### src/rtl/instruction_fetch.sv
// Fetch stage: owns the PC, keeps at most one IM request in flight and hands
// IPC-wide groups to Decode through an output register backed by one hold entry.
module instruction_fetch #(
    parameter int                       ADDRESS_WIDTH = 10,
    parameter int                       DATA_WIDTH    = 32,
    parameter int                       IPC           = 1,
    parameter logic [ADDRESS_WIDTH-1:0] RESET_PC      = '0
) (
    input  logic                        clk,
    input  logic                        rst,
    input  logic                        fetch_en,
    input  logic                        redirect_valid,
    input  logic [ADDRESS_WIDTH-1:0]    redirect_pc,
    output logic                        IM_req,
    output logic [ADDRESS_WIDTH-1:0]    IM_addr,
    input  logic [IPC*DATA_WIDTH-1:0]   IM_data,
    input  logic                        IM_dataValid,
    output logic [IPC*DATA_WIDTH-1:0]   DEC_data,
    output logic                        DEC_dataValid,
    input  logic                        DEC_ready,
    output logic [ADDRESS_WIDTH-1:0]    fetch_pc
);

    typedef enum logic [1:0] {S_REQ, S_WAIT, S_HOLD, S_DROP} state_t;

    state_t                             state, state_nxt;
    logic [ADDRESS_WIDTH-1:0]           pc;
    logic [IPC-1:0][DATA_WIDTH-1:0]     hold_grp;
    logic [ADDRESS_WIDTH-1:0]           hold_pc;

    logic xfer, out_free, capture, load_out, load_hold, drain_hold;

    assign xfer       = DEC_dataValid & DEC_ready;
    assign out_free   = ~DEC_dataValid | DEC_ready;
    // A response racing a redirect is stale by definition and never captured.
    assign capture    = (state == S_WAIT) & IM_dataValid & ~redirect_valid;
    assign load_out   = capture & out_free;
    assign load_hold  = capture & ~out_free;
    assign drain_hold = (state == S_HOLD) & xfer & ~redirect_valid;

    always_ff @(posedge clk or negedge rst) begin
        if (!rst) state <= S_REQ;
        else      state <= state_nxt;
    end

    always_comb begin
        state_nxt = state;
        if (redirect_valid) begin
            // S_DROP doubles as the drop flag: the outstanding response must be swallowed.
            if ((state == S_WAIT || state == S_DROP) && !IM_dataValid) state_nxt = S_DROP;
            else                                                       state_nxt = S_REQ;
        end else begin
            case (state)
                S_REQ:   if (fetch_en)     state_nxt = S_WAIT;
                S_WAIT:  if (IM_dataValid) state_nxt = out_free ? S_REQ : S_HOLD;
                S_HOLD:  if (xfer)         state_nxt = S_REQ;
                S_DROP:  if (IM_dataValid) state_nxt = S_REQ;
                default:                   state_nxt = S_REQ;
            endcase
        end
    end

    always_comb begin
        IM_req  = 1'b0;
        IM_addr = '0;
        if (state == S_REQ && fetch_en && !redirect_valid) begin
            IM_req  = 1'b1;
            IM_addr = pc;
        end
    end

    always_ff @(posedge clk or negedge rst) begin
        if (!rst)                pc <= RESET_PC;
        else if (redirect_valid) pc <= redirect_pc;
        else if (capture)        pc <= pc + ADDRESS_WIDTH'(IPC);
    end

    always_ff @(posedge clk or negedge rst) begin
        if (!rst) begin
            hold_grp <= '0;
            hold_pc  <= '0;
        end else if (load_hold) begin
            hold_grp <= IM_data;
            hold_pc  <= pc;
        end
    end

    always_ff @(posedge clk or negedge rst) begin
        if (!rst) begin
            DEC_data      <= '0;
            DEC_dataValid <= 1'b0;
            fetch_pc      <= '0;
        end else if (redirect_valid) begin
            DEC_dataValid <= 1'b0;
        end else if (load_out) begin
            DEC_data      <= IM_data;
            fetch_pc      <= pc;
            DEC_dataValid <= 1'b1;
        end else if (drain_hold) begin
            DEC_data      <= hold_grp;
            fetch_pc      <= hold_pc;
            DEC_dataValid <= 1'b1;
        end else if (xfer) begin
            DEC_dataValid <= 1'b0;
        end
    end

endmodule

### config.mk
export PLATFORM = sky130hd
export DESIGN_NAME = instruction_fetch
export DESIGN_NICKNAME = d
export VERILOG_FILES = /design/src/rtl/instruction_fetch.sv
export SDC_FILE = /design/constraint.sdc
export NUM_CORES = 1
export LEC_CHECK = 0
export CORE_ASPECT_RATIO = 0.8
export CORE_MARGIN = 2
export CORE_UTILIZATION = 36
export CTS_CLUSTER_DIAMETER = 30
export DETAILED_ROUTE_END_ITERATION = 10
export GPL_TIMING_DRIVEN = 0
export PLACE_DENSITY_LB_ADDON = 0.2
export SYNTH_ARGS = -nofsm -noshare
export SYNTH_HDL_FRONTEND = slang
export SYNTH_SLANG_ARGS = --single-unit
export TNS_END_PERCENT = 1
### constraint.sdc
create_clock -name clk -period 4.6 [get_ports clk]
set_input_delay 0.92 -clock clk [delete_from_list [all_inputs] [get_ports clk]]
set_output_delay 0.92 -clock clk [all_outputs]
set_load 0.05 [all_outputs]
; ---- After elaboration in Yosys (flattened, before gate mapping)
; Index checks and enable logic that the tools add are counted.
[word_totals]
input_bits = 48
out_inout_bits = 54
reg_bits = 97
[classes]
addsub = 1
reduce_logical = 12
n_bitwise = 11
n_mux = 20
eq_ne = 7
[ops]
columns = cell, n
row1 = 32-bit two-way mux, 2
row2 = 10-bit two-way mux, 5
row3 = 2-bit two-way mux, 7
row4 = "3-bit inequality test, second input constant", 4
row5 = "10-bit by 1-bit adder with 10-bit output, second input constant", 1
row6 = 2-bit one-hot mux with 4 select lines, 1
row7 = 1-bit AND, 7
row8 = 1-bit two-way mux, 5
row9 = "2-bit equality test, second input constant", 2
row10 = 4-bit AND reduction, 1
row11 = 2-bit nonzero test, 2
row12 = 4-bit nonzero test, 1
row13 = 1-bit logical AND, 3
row14 = 1-bit inverter, 3
row15 = "2-bit by 1-bit equality test with 1-bit output, second input constant", 1
row16 = 1-bit logical NOT, 2
row17 = 2-bit logical NOT, 1
row18 = 2-bit AND reduction, 1
row19 = 1-bit logical OR, 1
row20 = 1-bit OR, 1

; ---- Longest topological paths before layout
[logic_depth]
word_depth = 6
depth_mapped = 6

; ---- Worst setup path before layout
; No wires, ideal clock.
[synth_timing]
kind = input port to output port
from = input fetch_en
to = output IM_addr[1]
required_ns = 3.680
t_arrival_ns = 2.288
setup_slack_ns = 1.392
path_stages = 4
path_cell_list = nand2b_1 -> nor3_1 -> clkbuf_1 -> and2_1
[synth_between]
elab_chain_len = 3
[synth_rtl]
columns = element, line
row1 = start: declaration, 11  ; input logic fetch_en,
row2 = 1-bit logical AND (2 in a row), 66  ; if (state == S_REQ && fetch_en && !redirect_valid) begin
row3 = 10-bit two-way mux, 66
row4 = end: declaration, 15  ; output logic [ADDRESS_WIDTH-1:0] IM_addr,
; No other way between the ends.

; ---- Worst setup path after layout
[layout_timing]
from = input redirect_valid
to = output IM_addr[5]
[layout_between]
elab_chain_len = 3
[layout_rtl]
columns = element, line
row1 = start: declaration, 12  ; input logic redirect_valid,
row2 = 1-bit logical NOT, 66
row3 = 1-bit logical AND, 66
row4 = 10-bit two-way mux, 66
; No other way between the ends.

==> impl_metrics.json <==
{
  "grt-ovfl-total": 0,
  "routedWlPerCell_um": 17.4,
  "layout_min_cycle_time_ps": 3980,
  "antenna_left": 0,
  "outcome": "completed",
  "portBuffers": 100,
  "finClkSkew_ps": 7.01,
  "r2r_start": "state[0]",
  "rsz0062_at_grt": "false",
  "fin_ws_ps": 618,
  "row_count": 35,
  "period_share": 0.866,
  "min-delay-start": "hold_grp[6]",
  "cts.sinks": 97,
  "slew_headroom": 0.620,
  "arrival_ps": 3060,
  "gp_congestion": 0.770,
  "critPathKind": "input pin to output pin",
  "holdPathStages": 1,
  "io_pins": 102,
  "synth_ff_type": "dfrtp_1",
  "setup_viol": 0,
  "grt_pass1_vias": 3266,
  "area_growth_pct": 35.9,
  "die_h_um": 102,
  "endpoint_kind": "output pin",
  "startpoint_type": "input pin",
  "dieArea_um2": 12800,
  "maxCapViolations": 0,
  "n_fill_cell": 1033,
  "ys_top_cells_by_area": "dfrtp_1 (56%), mux2_2 (11%), a221o_1 (9.8%)",
  "synth_edf_count": 0,
  "cts_buffer_depth": 2,
  "grt_start_max_net_pins": 58,
  "synth_nets": 382,
  "cts_tree": "yes",
  "clockPowerShare": 0.244,
  "max-vdd-ir-drop_v": 0.000306,
  "ys_seq_area_frac": 0.565,
  "dp_hpwl_mm": 7.16,
  "antenna_found_initial": 0,
  "via_per_inst": 5.41,
  "yosys_warnings": 0,
  "placed_area_um2": 5510,
  "drt_first_pass_iters": 4,
  "holdWs_ps": 497,
  "h-tree-depth": 3,
  "synth_area_um2": 4300,
  "start_util": 0.372,
  "p_sw_mw": 1.28,
  "synth_cell_types": 38,
  "crit_required_ps": 3680,
  "r2r_slack_ps": 2860,
  "route.detailed.drc": 0,
  "worst_pin_slew_ps": 571,
  "seqPwrFrac": 0.360,
  "finalPower_mw": 3.35,
  "drv_slew": 0,
  "p_sw_frac": 0.382,
  "clock_latency_ps": 340,
  "final_cell_count_no_fill": 598,
  "p_per_area_nw_per_um2": 575,
  "cts_resized": 0,
  "timing.rr.end": "DEC_data[13]",
  "drive_gt1_frac": 0.178,
  "die_w_um": 126,
  "final_net_count": 494,
  "crit_path_max_fanout": 10,
  "clockRootBuffer": "clkbuf_16",
  "fin_tns_setup_ps": 0,
  "min_to": "hold_grp[6]",
  "drt-initial-drc-count": 215,
  "min_path_type": "flip-flop to flip-flop",
  "syn_inst": 333,
  "r2r_cells": 5,
  "pre_cts_ws_ps": 571,
  "hold_violations": 0,
  "async_reset_ff_frac": 1.00,
  "cts.clk_slew.worst_paths_ps": 60,
  "wl_mm": 10.4,
  "max_freq_mhz": 251,
  "syn_area_per_cell_um2": 12.9,
  "grt_pass1_wl_mm": 17.1,
  "core_um2": 11600,
  "synth_top_cell_by_area": "dfrtp_1",
  "diodes": 0,
  "cts_hold_buffers": 0,
  "dpl.cell_count": 582,
  "final_util": 0.505,
  "finalInstanceArea_um2": 5840,
  "grt.total_usage": 0.169,
  "p_leak_nw": 2.75,
  "yosys.area.top_type_share": 0.565,
  "p_int_mw": 2.07,
  "numCtsBuffers": 9,
  "comb_power_share": 0.395,
  "synth-seq-cells": 97,
  "vias": 3233,
  "postCtsSetupBuffers": 0
}
[how the worst max path moves through the flow]
stage / startpoint / end / slack, ps
6_report: redirect_valid / IM_addr[5] / 620
5_1_grt: redirect_valid / IM_addr[5] / 420
4_1_cts: redirect_valid / IM_addr[5] / 560
3_5_place_dp: redirect_valid / IM_addr[5] / 570
3_3_place_gp: rst / hold_grp[20] / -1030
2_1_floorplan: fetch_en / IM_addr[1] / 1390
[synth_stat cells (6+ instances only)]
library cell	number
dfrtp_1	97
and2_1	11
and3_1	43
buf_2	7
nand2_1	8
clkbuf_1	13
buf_6	9
or4_1	6
mux2_2	42
o21ai_0	6
a221o_1	42
nand3_1	7
[final cells by class]
cell class	count	area, µm²	area share
clock inverters	4	75.1	0.0129
flip-flops and latches	97	2430	0.416
plain buffers	30	193	0.0330
repair buffers	101	1030	0.176
inverters	2	7.51	0.00129
multi-input cells	204	1670	0.286
clock buffers	12	256	0.0439
well taps	148	185	0.0317
[state kept, by name, summed over array words and instances, names as in the netlist]
name           count
pc                10
DEC_dataValid      1
hold_pc           10
state              2
DEC_data          32
hold_grp          32
fetch_pc          10
[power groups by stage]
stage	Sequential [mW]	Combinational [mW]	Clock (mW)
after CTS	1.21	1.34	0.846
after global routing	1.24	1.39	0.876
after detailed placement	1.21	1.34	0
final	1.21	1.33	0.820
after global placement	1.22	1.32	0
after floorplan	1.77	0.280	0
[placed cells by master, fill, tap and decap left out, drive strengths merged, types with 3 or more instances in the layout]
cell            n
clkdlybuf4s50  99
nor2            4
dfrtp          97
a22oi           3
clkbuf         25
o211ai          3
and3           43
nand2           8
or4             6
buf            19
nand2b          3
nand3           7
o21ai           6
mux2           42
o31ai           3
and2           11
a31oi           3
a221o          42
[routing by layer]
metal,part of all wire,track usage,vias up
li1,-,-,1505
met1,0.48,0.237,1609
met2,0.44,0.261,109
met3,0.062,0.0491,10
met4,0.011,0.0431,0
met5,0,0,-
[worst max-delay path, stage by stage]
cell and delay [ps]:
clkdlybuf4s50_1 510, nor3_1 280, clkbuf_1 340, and2_1 200, clkdlybuf4s50_1 800
[logic make-up (layout without fill, tap and decap cells)]
logic type | count (synthesis) | count (layout) | share of synthesized area
compound gates | 65 | 65 | 0.134
xor+xnor | 2 | 2 | 0.00408
fa+ha+maj | 1 | 1 | 0.00291
buf+inv | 32 | 149 | 0.0466
flops | 97 | 97 | 0.565
mux | 43 | 43 | 0.112
simple gates | 93 | 93 | 0.135
Power figures use the tool's default switching activity.
